File: src/rtl/wb_port_arbiter_if.sv
// Register-file write port bundle: writeback request, MDU result handshake, RF write and pending-write status.
// The master modport is the environment side; the slave modport is the arbiter.
interface wb_port_arbiter_if #(
   parameter int DATA_WIDTH = 32,
   parameter int ADDR_WIDTH = 5
);
   logic                  wb_we_i;
   logic [ADDR_WIDTH-1:0] wb_rd_i;
   logic [DATA_WIDTH-1:0] wb_data_i;

   logic                  mdu_valid_i;
   logic                  mdu_ready_o;
   logic [ADDR_WIDTH-1:0] mdu_rd_i;
   logic [DATA_WIDTH-1:0] mdu_data_i;

   logic                  stall_w_o;
   logic                  rf_we_o;
   logic [ADDR_WIDTH-1:0] rf_waddr_o;
   logic [DATA_WIDTH-1:0] rf_wdata_o;
   logic                  pend_valid_o;
   logic [ADDR_WIDTH-1:0] pend_rd_o;

   modport master (
      output wb_we_i, wb_rd_i, wb_data_i,
      output mdu_valid_i, mdu_rd_i, mdu_data_i,
      input  mdu_ready_o, stall_w_o, rf_we_o, rf_waddr_o, rf_wdata_o,
      input  pend_valid_o, pend_rd_o
   );

   modport slave (
      input  wb_we_i, wb_rd_i, wb_data_i,
      input  mdu_valid_i, mdu_rd_i, mdu_data_i,
      output mdu_ready_o, stall_w_o, rf_we_o, rf_waddr_o, rf_wdata_o,
      output pend_valid_o, pend_rd_o
   );
endinterface

File: src/rtl/wb_port_arbiter.sv
// Shares the RF write port between writeback and a one-entry MDU result buffer; MDU writes >=1 cycle after accept.
// Writeback normally wins; a starved MDU result forces a write and stalls writeback; mdu_ready_o = buffer empty.
module wb_port_arbiter #(
   parameter int MAX_WAIT   = 4,
   parameter int DATA_WIDTH = 32,
   parameter int ADDR_WIDTH = 5
) (
   input  logic              clk_i,
   input  logic              reset_i,
   wb_port_arbiter_if.slave  bus
);
   localparam int CNT_W = $clog2(MAX_WAIT + 1);

   typedef enum logic {IDLE = 1'b0, FORCE = 1'b1} state_t;

   state_t                state_q, state_d;
   logic                  buf_valid_q, buf_valid_d;
   logic [ADDR_WIDTH-1:0] buf_rd_q, buf_rd_d;
   logic [DATA_WIDTH-1:0] buf_data_q, buf_data_d;
   logic [CNT_W-1:0]      wait_cnt_q, wait_cnt_d;

   logic wb_use;
   logic grant_mdu;
   logic accept;

   always_ff @(posedge clk_i or posedge reset_i) begin
      if (reset_i) begin
         state_q     <= IDLE;
         buf_valid_q <= 1'b0;
         buf_rd_q    <= '0;
         buf_data_q  <= '0;
         wait_cnt_q  <= '0;
      end else begin
         state_q     <= state_d;
         buf_valid_q <= buf_valid_d;
         buf_rd_q    <= buf_rd_d;
         buf_data_q  <= buf_data_d;
         wait_cnt_q  <= wait_cnt_d;
      end
   end

   always_comb begin
      state_d     = state_q;
      buf_valid_d = buf_valid_q;
      buf_rd_d    = buf_rd_q;
      buf_data_d  = buf_data_q;
      wait_cnt_d  = wait_cnt_q;

      wb_use    = bus.wb_we_i && (bus.wb_rd_i != '0);
      grant_mdu = buf_valid_q && ((state_q == FORCE) || !wb_use);
      // Ready is purely the registered empty flag, so accept can never coincide with a grant.
      accept    = bus.mdu_valid_i && !buf_valid_q;

      if (grant_mdu) begin
         buf_valid_d = 1'b0;
      end else if (accept && (bus.mdu_rd_i != '0)) begin
         buf_valid_d = 1'b1;
         buf_rd_d    = bus.mdu_rd_i;
         buf_data_d  = bus.mdu_data_i;
      end

      case (state_q)
         IDLE: begin
            if (grant_mdu) begin
               wait_cnt_d = '0;
            end else if (buf_valid_q) begin
               if (wait_cnt_q != CNT_W'(MAX_WAIT)) begin
                  wait_cnt_d = wait_cnt_q + 1'b1;
               end
               if (wait_cnt_q == CNT_W'(MAX_WAIT - 1)) begin
                  state_d = FORCE;
               end
            end
         end
         FORCE: begin
            state_d    = IDLE;
            wait_cnt_d = '0;
         end
         default: begin
            state_d    = IDLE;
            wait_cnt_d = '0;
         end
      endcase

      bus.mdu_ready_o  = !buf_valid_q && !reset_i;
      bus.pend_valid_o = buf_valid_q && !reset_i;
      bus.pend_rd_o    = reset_i ? '0 : buf_rd_q;
      bus.stall_w_o    = (state_q == FORCE) && wb_use && !reset_i;
      bus.rf_we_o      = 1'b0;
      bus.rf_waddr_o   = '0;
      bus.rf_wdata_o   = '0;
      if (!reset_i) begin
         if (grant_mdu) begin
            bus.rf_we_o    = 1'b1;
            bus.rf_waddr_o = buf_rd_q;
            bus.rf_wdata_o = buf_data_q;
         end else begin
            bus.rf_we_o    = wb_use;
            bus.rf_waddr_o = bus.wb_rd_i;
            bus.rf_wdata_o = bus.wb_data_i;
         end
      end
   end
endmodule

File: src/flat_wrapper.sv
// flat-port wrapper written by rule: the top's interface ports become plain ports
module wb_port_arbiter_flat 
#(
   parameter int MAX_WAIT   = 4,
   parameter int DATA_WIDTH = 32,
   parameter int ADDR_WIDTH = 5
)
  (clk_i, reset_i, bus_wb_we_i, bus_wb_rd_i, bus_wb_data_i, bus_mdu_valid_i, bus_mdu_rd_i, bus_mdu_data_i, bus_mdu_ready_o, bus_stall_w_o, bus_rf_we_o, bus_rf_waddr_o, bus_rf_wdata_o, bus_pend_valid_o, bus_pend_rd_o);
  wb_port_arbiter_if #(.DATA_WIDTH(DATA_WIDTH), .ADDR_WIDTH(ADDR_WIDTH)) bus_i ();
  input  logic clk_i;
  input  logic reset_i;
  input wire logic [$bits(bus_i.wb_we_i)-1:0] bus_wb_we_i;
  input wire logic [$bits(bus_i.wb_rd_i)-1:0] bus_wb_rd_i;
  input wire logic [$bits(bus_i.wb_data_i)-1:0] bus_wb_data_i;
  input wire logic [$bits(bus_i.mdu_valid_i)-1:0] bus_mdu_valid_i;
  input wire logic [$bits(bus_i.mdu_rd_i)-1:0] bus_mdu_rd_i;
  input wire logic [$bits(bus_i.mdu_data_i)-1:0] bus_mdu_data_i;
  output wire logic [$bits(bus_i.mdu_ready_o)-1:0] bus_mdu_ready_o;
  output wire logic [$bits(bus_i.stall_w_o)-1:0] bus_stall_w_o;
  output wire logic [$bits(bus_i.rf_we_o)-1:0] bus_rf_we_o;
  output wire logic [$bits(bus_i.rf_waddr_o)-1:0] bus_rf_waddr_o;
  output wire logic [$bits(bus_i.rf_wdata_o)-1:0] bus_rf_wdata_o;
  output wire logic [$bits(bus_i.pend_valid_o)-1:0] bus_pend_valid_o;
  output wire logic [$bits(bus_i.pend_rd_o)-1:0] bus_pend_rd_o;
  assign bus_i.wb_we_i = bus_wb_we_i;
  assign bus_i.wb_rd_i = bus_wb_rd_i;
  assign bus_i.wb_data_i = bus_wb_data_i;
  assign bus_i.mdu_valid_i = bus_mdu_valid_i;
  assign bus_i.mdu_rd_i = bus_mdu_rd_i;
  assign bus_i.mdu_data_i = bus_mdu_data_i;
  assign bus_mdu_ready_o = bus_i.mdu_ready_o;
  assign bus_stall_w_o = bus_i.stall_w_o;
  assign bus_rf_we_o = bus_i.rf_we_o;
  assign bus_rf_waddr_o = bus_i.rf_waddr_o;
  assign bus_rf_wdata_o = bus_i.rf_wdata_o;
  assign bus_pend_valid_o = bus_i.pend_valid_o;
  assign bus_pend_rd_o = bus_i.pend_rd_o;
  wb_port_arbiter #(.MAX_WAIT(MAX_WAIT), .DATA_WIDTH(DATA_WIDTH), .ADDR_WIDTH(ADDR_WIDTH)) u_core (.clk_i(clk_i), .reset_i(reset_i), .bus(bus_i));
endmodule
File: config.mk
export PLATFORM = sky130hd
export DESIGN_NAME = wb_port_arbiter_flat
export DESIGN_NICKNAME = d
export VERILOG_FILES = /design/src/rtl/wb_port_arbiter_if.sv /design/src/rtl/wb_port_arbiter.sv /design/src/flat_wrapper.sv
export SDC_FILE = /design/constraint.sdc
export NUM_CORES = 1
export LEC_CHECK = 0
export CAP_MARGIN = 40
export CORE_MARGIN = 2
export CORE_UTILIZATION = 44
export DETAILED_ROUTE_END_ITERATION = 8
export GPL_ROUTABILITY_DRIVEN = 0
export PLACE_DENSITY_LB_ADDON = 0.12
export SLEW_MARGIN = 20
export SYNTH_ARGS = -nofsm -noshare
export SYNTH_HDL_FRONTEND = slang
export SYNTH_SLANG_ARGS = --single-unit
File: constraint.sdc
create_clock -name clk_i -period 5.5 [get_ports clk_i]
set_input_delay 1.1 -clock clk_i [delete_from_list [all_inputs] [get_ports clk_i]]
set_output_delay 1.1 -clock clk_i [all_outputs]
set_load 0.05 [all_outputs]
==> results of run 1 <==
==> placed cells by master (no fill, tap or decap), types with 2 or more instances in the layout <==
master	synthesis	layout
mux2_1	8	8
mux2_2	23	23
nor2b_1	12	12
clkdlybuf4s50_1	0	123
mux2_4	10	10
buf_4	1	3
dfrtp_1	42	42
nand2_1	66	66
nand2b_1	3	3
clkinv_2	0	2
ha_1	3	3
o32ai_1	2	2
nor2_1	2	2
nor3b_1	2	2
or4_1	2	2
inv_1	5	4
buf_12	1	3
mux2i_1	32	32
clkbuf_8	0	6
o31ai_1	2	2
==> layout make-up <==
cell class | count | area, um2
Clock inverter | 1 | 5.00
Multi-Input combinational cell | 181 | 1380
Tap cell | 72 | 90.1
Inverter | 5 | 20.0
Clock buffer | 7 | 86.3
Fill cell | 466 | 1630
Sequential cell | 42 | 1050
Timing Repair Buffer | 129 | 1310
==> registers in the layout (all words and copies together) (netlist names) <==
signal / cells
u_core.buf_data_q: 32
u_core.buf_rd_q: 5
u_core.wait_cnt_q: 3
u_core.buf_valid_q: 1
u_core.state_q: 1
==> power groups by stage <==
stage	registers, mW	clock network, mW	logic [mW]
2_1_floorplan	0.424	0	0.379
3_3_place_gp	0.433	0	0.531
3_5_place_dp	0.439	0	0.538
4_1_cts	0.433	0.210	0.540
5_1_grt	0.444	0.221	0.575
6_report	0.433	0.202	0.535
==> cell families after synthesis <==
kind of cell	Yosys count	share of synthesized area
multiplexers	73	0.319
AO/OA/AOI/OAI	13	0.0409
buffers and inverters	22	0.0565
adder cells (fa/ha/maj)	3	0.0146
flip-flops	42	0.409
AND/OR/NAND/NOR	92	0.160
==> critical path, cell delays in order <==
cell and delay [ns]:
clkdlybuf4s50_1 0.45, nor3b_1 0.38, a211o_2 0.44, buf_12 0.24, mux2i_1 0.21, clkdlybuf4s50_1 0.84
==> layer usage <==
| layer | track usage | vias up |
|---|---|---|
| li1 | - | 1064 |
| met5 | 0 | - |
| met3 | 0.0506 | 5 |
| met2 | 0.343 | 73 |
| met4 | 0.0508 | 0 |
| met1 | 0.239 | 1020 |
==> stage by stage <==
step | util | cell area [um2] | hold WS (ns) | total power [mW] | instances
floorplan | - | 2570 | 0.458 | 0.803 | 245
global placement | 0.692 | 3860 | 0.475 | 0.964 | 429
detailed placement | 0.692 | 3860 | 0.485 | 0.977 | 429
CTS | 0.708 | 3950 | 0.504 | 1.18 | 437
global route | 0.708 | 3950 | 0.514 | 1.24 | 437
finish | 0.708 | 3950 | 0.501 | 1.17 | 437
==> how the worst min path moves through the flow <==
stage / to / slack (ns) / cells past startpoint
floorplan: u_core.buf_rd_q[3]$_DFFE_PP0P_ / 0.46 / 1
global placement: u_core.buf_data_q[13]$_DFFE_PP0P_ / 0.48 / 1
detailed placement: u_core.buf_data_q[13]$_DFFE_PP0P_ / 0.48 / 1
CTS: u_core.buf_data_q[13]$_DFFE_PP0P_ / 0.50 / 1
global route: u_core.buf_data_q[16]$_DFFE_PP0P_ / 0.51 / 1
finish: u_core.buf_data_q[15]$_DFFE_PP0P_ / 0.50 / 1
==> reports/qor.yml, run 1 <==
outcome:
  outcome: "complete, no violations"
drt:
  drt_pass1_iterations: 4
  wl_met1_mm: 2.64
  vias: 2162
  viasPerCell: 4.95
  drt_iter0_drc: 84
  wirelength_mm: 6.09
  wl_per_cell_um: 13.9
  antenna_left: 0
  drc: 0
  routed-wl-met3_um: 418
  highest_layer: "met4"
  dr_wl_met2_mm: 2.97
synth:
  mappedNetlistArea_um2: 2570
  synth_common_cells: "66 x nand2_1, 42 x dfrtp_1, 32 x mux2i_1, 23 x mux2_2, 12 x nor2b_1"
  synth_cells: 245
  synth_seq_cells: 42
  synthFlopType: "dfrtp_1"
  async_flop_share: 1.00
  ys_top_cells_by_area: "dfrtp_1 41%, mux2i_1 12%, mux2_2 10%"
  seq_area_frac_synth: 0.409
  syn_nets: 326
  synth_top_area_cell: "dfrtp_1"
  synth.avg_cell_area_um2: 10.5
  synth.most_common_cell: "nand2_1"
  synth_edf_count: 0
  ys_warn_count: 0
  synth_cell_types: 34
  synth_top_area_frac: 0.409
critical_path:
  startpoint_type: "primary input"
  cp.arrival_ns: 3.67
  endpoint: "bus_rf_wdata_o[27]"
  r2r_cells: 4
  r2r_setup_slack_ns: 3.65
  crit_type: "in -> out"
  end_kind: "output port"
  reg2reg_from: "u_core.buf_valid_q$_DFFE_PP0P_"
  cp_max_fo: 21
  cp-startpoint: "bus_wb_rd_i[4]"
  cp.required_ns: 4.40
  timing.rr.end: "u_core.buf_data_q[8]$_DFFE_PP0P_"
timing:
  clock.fmax_mhz: 210
  hold_violations: 0
  fin_crit_ns: 4.77
  slew_viol_final: 0
  fin_setup_tns_ns: 0
  grt_setup_unrepaired: "no"
  relSlewSlack: 0.580
  tightest_slew_ns: 0.627
  period_share: 0.867
  fin_worst_skew_ns: 0.00565
  setup_viol_count_final: 0
  postLayoutSetupSlackWorst_ns: 0.730
floorplan:
  die_w_um: 80.4
  core_um2: 5570
  initial_core_util: 0.461
  chipHeight_um: 80.4
  io_pins: 124
  die-area_um2: 6470
  rows: 27
global_routing:
  grt_max_degree: 34
  grt_pass1_vias: 2166
  grt_antenna_before_repair: 0
  grt_first_pass_wirelength_mm: 9.94
  grt.total_usage: 0.196
  grt.overflow.total: 0
placement:
  place_ws_ns: 0.730
  io_buffers: 123
  hpwl_mm: 4.73
power_and_ir_drop:
  leakage_nw: 1.67
  peakVddDrop_mv: 0.153
  p_comb_frac: 0.457
  power.internal_mw: 0.741
  p_seq_frac: 0.370
  switchingPower_mw: 0.429
  switching_share: 0.367
  p_clk_frac: 0.172
  power.density_nw_per_um2: 296
clock_network:
  cts_resized: 0
  cts_root_buffer: "clkbuf_8"
  cts_buffers: 5
  cts_tree: "done"
  holdBufCountCts: 0
  clk_latency_ns: 0.28
  cts_setup_buffers: 0
  cts_max_path_buffers: 2
  clk_pin_slew_ns: 0.08
  ctsHtreeMaxLevel: 2
  numClockSinks: 42
final_layout:
  synthToLayoutAreaGrowth_pct: 53.7
  drive_gt1_frac: 0.140
  nets: 445
  antenna_cells: 0
job:
  cap_violations: 0
worst_hold_path:
  hold_start: "u_core.buf_data_q[15]$_DFFE_PP0P_"
  hold_path.class: "reg -> reg"
Power figures use the tool's default switching activity.
==> inputs of run 2 (changes only) <==
- REMOVE_ABC_BUFFERS: not set -> 1
==> run 2 against run 1 <==
  * Register-to-register slack gained 0.06 ns
  * Total power increased by 2.9%
  * Die area did not move
  * Sequential cell count did not move
  * Critical endpoint is now bus_rf_wdata_o[23]
==> reports/qor.yml, run 2 (same netlist as run 1, synthesis figures left out) <==
outcome:
  outcome: "complete, no violations"
critical_path:
  crit_buf_inv: 3
  cpMostUsedCell: "clkdlybuf4s50_1"
  cp_top_family: "buffers and inverters"
  slowest_stage: "clkdlybuf4s50_1"
  crit_type: "in -> out"
  startpoint_type: "primary input"
  end_kind: "output port"
  cp_max_fo: 19
  max_stage_delay_ns: 0.82
  cp.arrival_ns: 3.72
  r2r_setup_slack_ns: 3.71
  cp.required_ns: 4.40
  crit_chain: "clkdlybuf4s50_1 > nor3_1 > a211o_2 > buf_12 > mux2i_1 > clkdlybuf4s50_1"
final_layout:
  num-fill-cells: 447
  largest_reg_flops: 32
  final_cell_mix: "123 x clkdlybuf4s50_1, 66 x nand2_1, 42 x dfrtp_1"
  final_common_cell: "clkdlybuf4s50_1"
  synthToLayoutAreaGrowth_pct: 53.8
  drive_gt1_frac: 0.142
  antenna_cells: 0
  reg_top3: "u_core.buf_data_q (32), u_core.buf_rd_q (5), u_core.wait_cnt_q (3)"
  fin_util: 0.709
  top_register: "u_core.buf_data_q"
  nets: 445
floorplan:
  die_w_um: 80.4
  initial_core_util: 0.461
  io_pins: 124
  die-area_um2: 6470
  chipHeight_um: 80.4
  core_um2: 5570
  rows: 27
timing:
  fin_crit_ns: 4.82
  slew_viol_final: 0
  period_share: 0.876
  grt_setup_unrepaired: "no"
  hold_violations: 0
  relSlewSlack: 0.533
  fin_setup_tns_ns: 0
  fin_worst_skew_ns: 0.00244
  clock.fmax_mhz: 207
  tightest_slew_ns: 0.697
  setup_viol_count_final: 0
global_routing:
  grt_antenna_before_repair: 0
  grt_first_pass_wirelength_mm: 9.62
  grt_max_degree: 51
  grt.overflow.total: 0
  grt_pass1_vias: 2180
  grt.total_usage: 0.191
clock_network:
  cts_setup_buffers: 0
  clk_pin_slew_ns: 0.07
  cts_resized: 0
  cts_buffers: 5
  cts_tree: "done"
  holdBufCountCts: 0
  ctsHtreeMaxLevel: 2
  clk_latency_ns: 0.29
  cts_max_path_buffers: 2
  numClockSinks: 42
  cts_root_buffer: "clkbuf_8"
drt:
  wl_per_cell_um: 13.3
  wl_met1_mm: 2.42
  dr_wl_met2_mm: 2.86
  antenna_left: 0
  drt_iter0_drc: 63
  viasPerCell: 4.94
  drt_pass1_iterations: 4
  routed-wl-met3_um: 490
  wirelength_mm: 5.82
  vias: 2160
  drc: 0
  highest_layer: "met4"
power_and_ir_drop:
  peakVddDrop_mv: 0.173
  power_mw: 1.20
  leakage_nw: 1.67
  power.density_nw_per_um2: 304
placement:
  io_buffers: 123
  hpwl_mm: 4.51
worst_hold_path:
  hold_path.class: "reg -> reg"
job:
  cap_violations: 0
-- run 2: worst reg2reg max path: cells and delay by family, from the launching register on --
| kind | cells | cell delay (ns) |
|---|---|---|
| flip-flops | 1 | 0.47 |
| AND/OR/NAND/NOR | 1 | 0.13 |
| buffers and inverters | 1 | 0.42 |
| multiplexers | 1 | 0.38 |
| AO/OA/AOI/OAI | 1 | 0.28 |
-- run 2: final timing paths --
| path | startpoint | to | depth (start not counted) |
|---|---|---|---|
| min | u_core.buf_data_q[18]$_DFFE_PP0P_ | u_core.buf_data_q[18]$_DFFE_PP0P_ | 1 |
| max | bus_wb_rd_i[0] | bus_rf_wdata_o[23] | 6 |
| min in group asynchronous | reset_i | u_core.state_q$_DFF_PP0_ | 2 |
| max reg2reg | u_core.buf_valid_q$_DFFE_PP0P_ | u_core.buf_rd_q[1]$_DFFE_PP0P_ | 4 |
| min reg2reg | u_core.buf_data_q[18]$_DFFE_PP0P_ | u_core.buf_data_q[18]$_DFFE_PP0P_ | 1 |
| max in group asynchronous | reset_i | u_core.buf_data_q[6]$_DFFE_PP0P_ | 3 |
-- run 2: layer usage --
layer | up-vias | global-route usage
li1 | 1069 | -
met1 | 1013 | 0.222
met2 | 73 | 0.336
met3 | 5 | 0.0663
met4 | 0 | 0.0458
met5 | - | 0
-- run 2: through the flow --
step | cells | area (um2) | worst slack, ns | hold WS, ns
after floorplan | 228 | 2440 | 0.554 | 0.458
after global placement | 429 | 3840 | 0.713 | 0.475
after detailed placement | 429 | 3840 | 0.683 | 0.483
after CTS | 437 | 3950 | 0.670 | 0.501
after global routing | 437 | 3950 | 0.528 | 0.519
final | 437 | 3950 | 0.680 | 0.497
-- run 2: final cells by class --
cell class | count | area (um2) | share of cell area
Inverter | 5 | 20.0 | 0.00506
Tap cell | 72 | 90.1 | 0.0228
Multi-Input combinational cell | 181 | 1380 | 0.350
Timing Repair Buffer | 129 | 1300 | 0.329
Clock buffer | 5 | 68.8 | 0.0174
Clock inverter | 3 | 40.0 | 0.0101
Sequential cell | 42 | 1050 | 0.266
-- run 2: power breakdown --
group / switching, mW / leakage (nW) / internal, mW
Combinational: 0.282 / 1.12 / 0.252
Sequential: 0.0459 / 0.498 / 0.387
Clock: 0.103 / 0.0579 / 0.133
==> inputs of run 3 (changes only) <==
- CAP_MARGIN: 40 -> not set
- CTS_CLUSTER_SIZE: not set -> 25
- MAX_ROUTING_LAYER: not set -> met4
==> run 3 against run 2 <==
  * Sequential share of layout area is the same
  * Critical path depth is the same
  * Count of clock-buffer cells in the layout is the same
  * Hold slack is essentially flat
  * Via count grew 0.56%
  * Non-clock buffer count is the same
  * Design area is the same
  * Wire length is essentially flat
  * Sequential power is essentially flat
  * Register-to-register slack is essentially flat
  * Clock skew grew 0.00066 ns
  * First-iteration DRC count grew 3.2%
  * Critical endpoint unchanged
  * Highest routed layer unchanged
==> reports/qor.yml, run 3 (same netlist as run 1, synthesis figures left out) <==
critical_path:
  cpMostUsedCell: "clkdlybuf4s50_1"
  end_kind: "output port"
  startpoint_type: "primary input"
  slowest_stage: "clkdlybuf4s50_1"
  cp.required_ns: 4.40
  cp_max_fo: 19
  cp.arrival_ns: 3.73
  max_stage_delay_ns: 0.82
  crit_type: "in -> out"
  crit_chain: "clkdlybuf4s50_1 > nor3_1 > a211o_2 > buf_12 > mux2i_1 > clkdlybuf4s50_1"
drt:
  vias: 2172
  drt_pass1_iterations: 4
  wl_per_cell_um: 13.3
  drc: 0
  antenna_left: 0
  viasPerCell: 4.97
  drt_iter0_drc: 65
  wirelength_mm: 5.82
final_layout:
  drive_gt1_frac: 0.142
  synthToLayoutAreaGrowth_pct: 53.8
  final_common_cell: "clkdlybuf4s50_1"
  top_register: "u_core.buf_data_q"
  largest_reg_flops: 32
  final_cell_mix: "123 x clkdlybuf4s50_1, 66 x nand2_1, 42 x dfrtp_1"
  reg_top3: "u_core.buf_data_q (32), u_core.buf_rd_q (5), u_core.wait_cnt_q (3)"
  antenna_cells: 0
  nets: 445
clock_network:
  holdBufCountCts: 0
  cts_buffers: 5
  numClockSinks: 42
  cts_max_path_buffers: 2
  cts_setup_buffers: 0
  cts_tree: "done"
  ctsHtreeMaxLevel: 2
  cts_root_buffer: "clkbuf_8"
  cts_resized: 0
  clk_pin_slew_ns: 0.07
  clk_latency_ns: 0.29
floorplan:
  chipHeight_um: 80.4
  die-area_um2: 6470
  rows: 27
  io_pins: 124
  die_w_um: 80.4
  core_um2: 5570
  initial_core_util: 0.461
power_and_ir_drop:
  power.internal_mw: 0.773
  leakage_nw: 1.67
  p_comb_frac: 0.444
  power.density_nw_per_um2: 304
  p_clk_frac: 0.196
  p_seq_frac: 0.360
  switching_share: 0.358
  switchingPower_mw: 0.430
  peakVddDrop_mv: 0.173
placement:
  io_buffers: 123
  hpwl_mm: 4.51
  place_ws_ns: 0.683
global_routing:
  grt.total_usage: 0.195
  grt_pass1_vias: 2185
  grt_first_pass_wirelength_mm: 9.63
  grt.overflow.total: 0
  grt_max_degree: 51
  grt_antenna_before_repair: 0
timing:
  clock.fmax_mhz: 207
  tightest_slew_ns: 0.696
  fin_setup_tns_ns: 0
  setup_viol_count_final: 0
  fin_worst_skew_ns: 0.00311
  period_share: 0.879
  relSlewSlack: 0.534
  slew_viol_final: 0
  postLayoutSetupSlackWorst_ns: 0.668
  fin_crit_ns: 4.83
  hold_violations: 0
  grt_setup_unrepaired: "no"
outcome:
  outcome: "complete, no violations"
worst_hold_path:
  hold_path.class: "reg -> reg"
job:
  cap_violations: 0
run 3: cell counts in the layout (fill, tap and decap cells not counted):
Identical to the previous run, type by type.
run 3: power groups by stage:
stage | logic [mW] | clock network [mW] | registers (mW)
floorplan | 0.366 | 0 | 0.424
global placement | 0.530 | 0 | 0.434
detailed placement | 0.539 | 0 | 0.438
CTS | 0.541 | 0.244 | 0.432
global route | 0.574 | 0.259 | 0.444
finish | 0.534 | 0.236 | 0.433
run 3: metal layers:
| layer | part of all wire | wire, um | vias up | GRT usage |
|---|---|---|---|---|
| met4 | 0.0065 | 38 | 0 | 0.0407 |
| met5 | 0 | 0 | - | - |
| met3 | 0.073 | 424 | 6 | 0.0584 |
| met2 | 0.49 | 2850 | 74 | 0.336 |
| met1 | 0.43 | 2500 | 1023 | 0.227 |
| li1 | - | - | 1069 | - |
run 3: worst paths after layout:
check | to | slack, ns | cells past startpoint | startpoint
min in group asynchronous | u_core.state_q$_DFF_PP0_ | 1.21 | 2 | reset_i
max | bus_rf_wdata_o[23] | 0.67 | 6 | bus_wb_rd_i[0]
max reg2reg | u_core.buf_rd_q[1]$_DFFE_PP0P_ | 3.71 | 4 | u_core.buf_valid_q$_DFFE_PP0P_
min | u_core.buf_data_q[18]$_DFFE_PP0P_ | 0.50 | 1 | u_core.buf_data_q[18]$_DFFE_PP0P_
min reg2reg | u_core.buf_data_q[18]$_DFFE_PP0P_ | 0.50 | 1 | u_core.buf_data_q[18]$_DFFE_PP0P_
max in group asynchronous | u_core.buf_data_q[6]$_DFFE_PP0P_ | 3.70 | 3 | reset_i
run 3: critical path: cells and delay by family:
family,cells,cell delay (ns)
buffers and inverters,3,1.49
AO/OA/AOI/OAI,1,0.49
AND/OR/NAND/NOR,1,0.41
multiplexers,1,0.21
run 3: layout make-up:
cell class                 count  area, um2
tap                           72       90.1
clock buffer                   5       68.8
multi-input combinational    181       1380
inverter                       5       20.0
fill                         447       1620
sequential                    42       1050
timing repair buffer         129       1300
clock inverter                 3       40.0
run 3: through the flow:
step                utilization  instance area, um2  cells  total power [mW]  hold slack [ns]
floorplan                     -                2440    228             0.790            0.458
global placement          0.690                3840    429             0.964            0.475
detailed placement        0.690                3840    429             0.977            0.483
CTS                       0.709                3950    437              1.22            0.501
global route              0.709                3950    437              1.28            0.519
finish                    0.709                3950    437              1.20            0.497
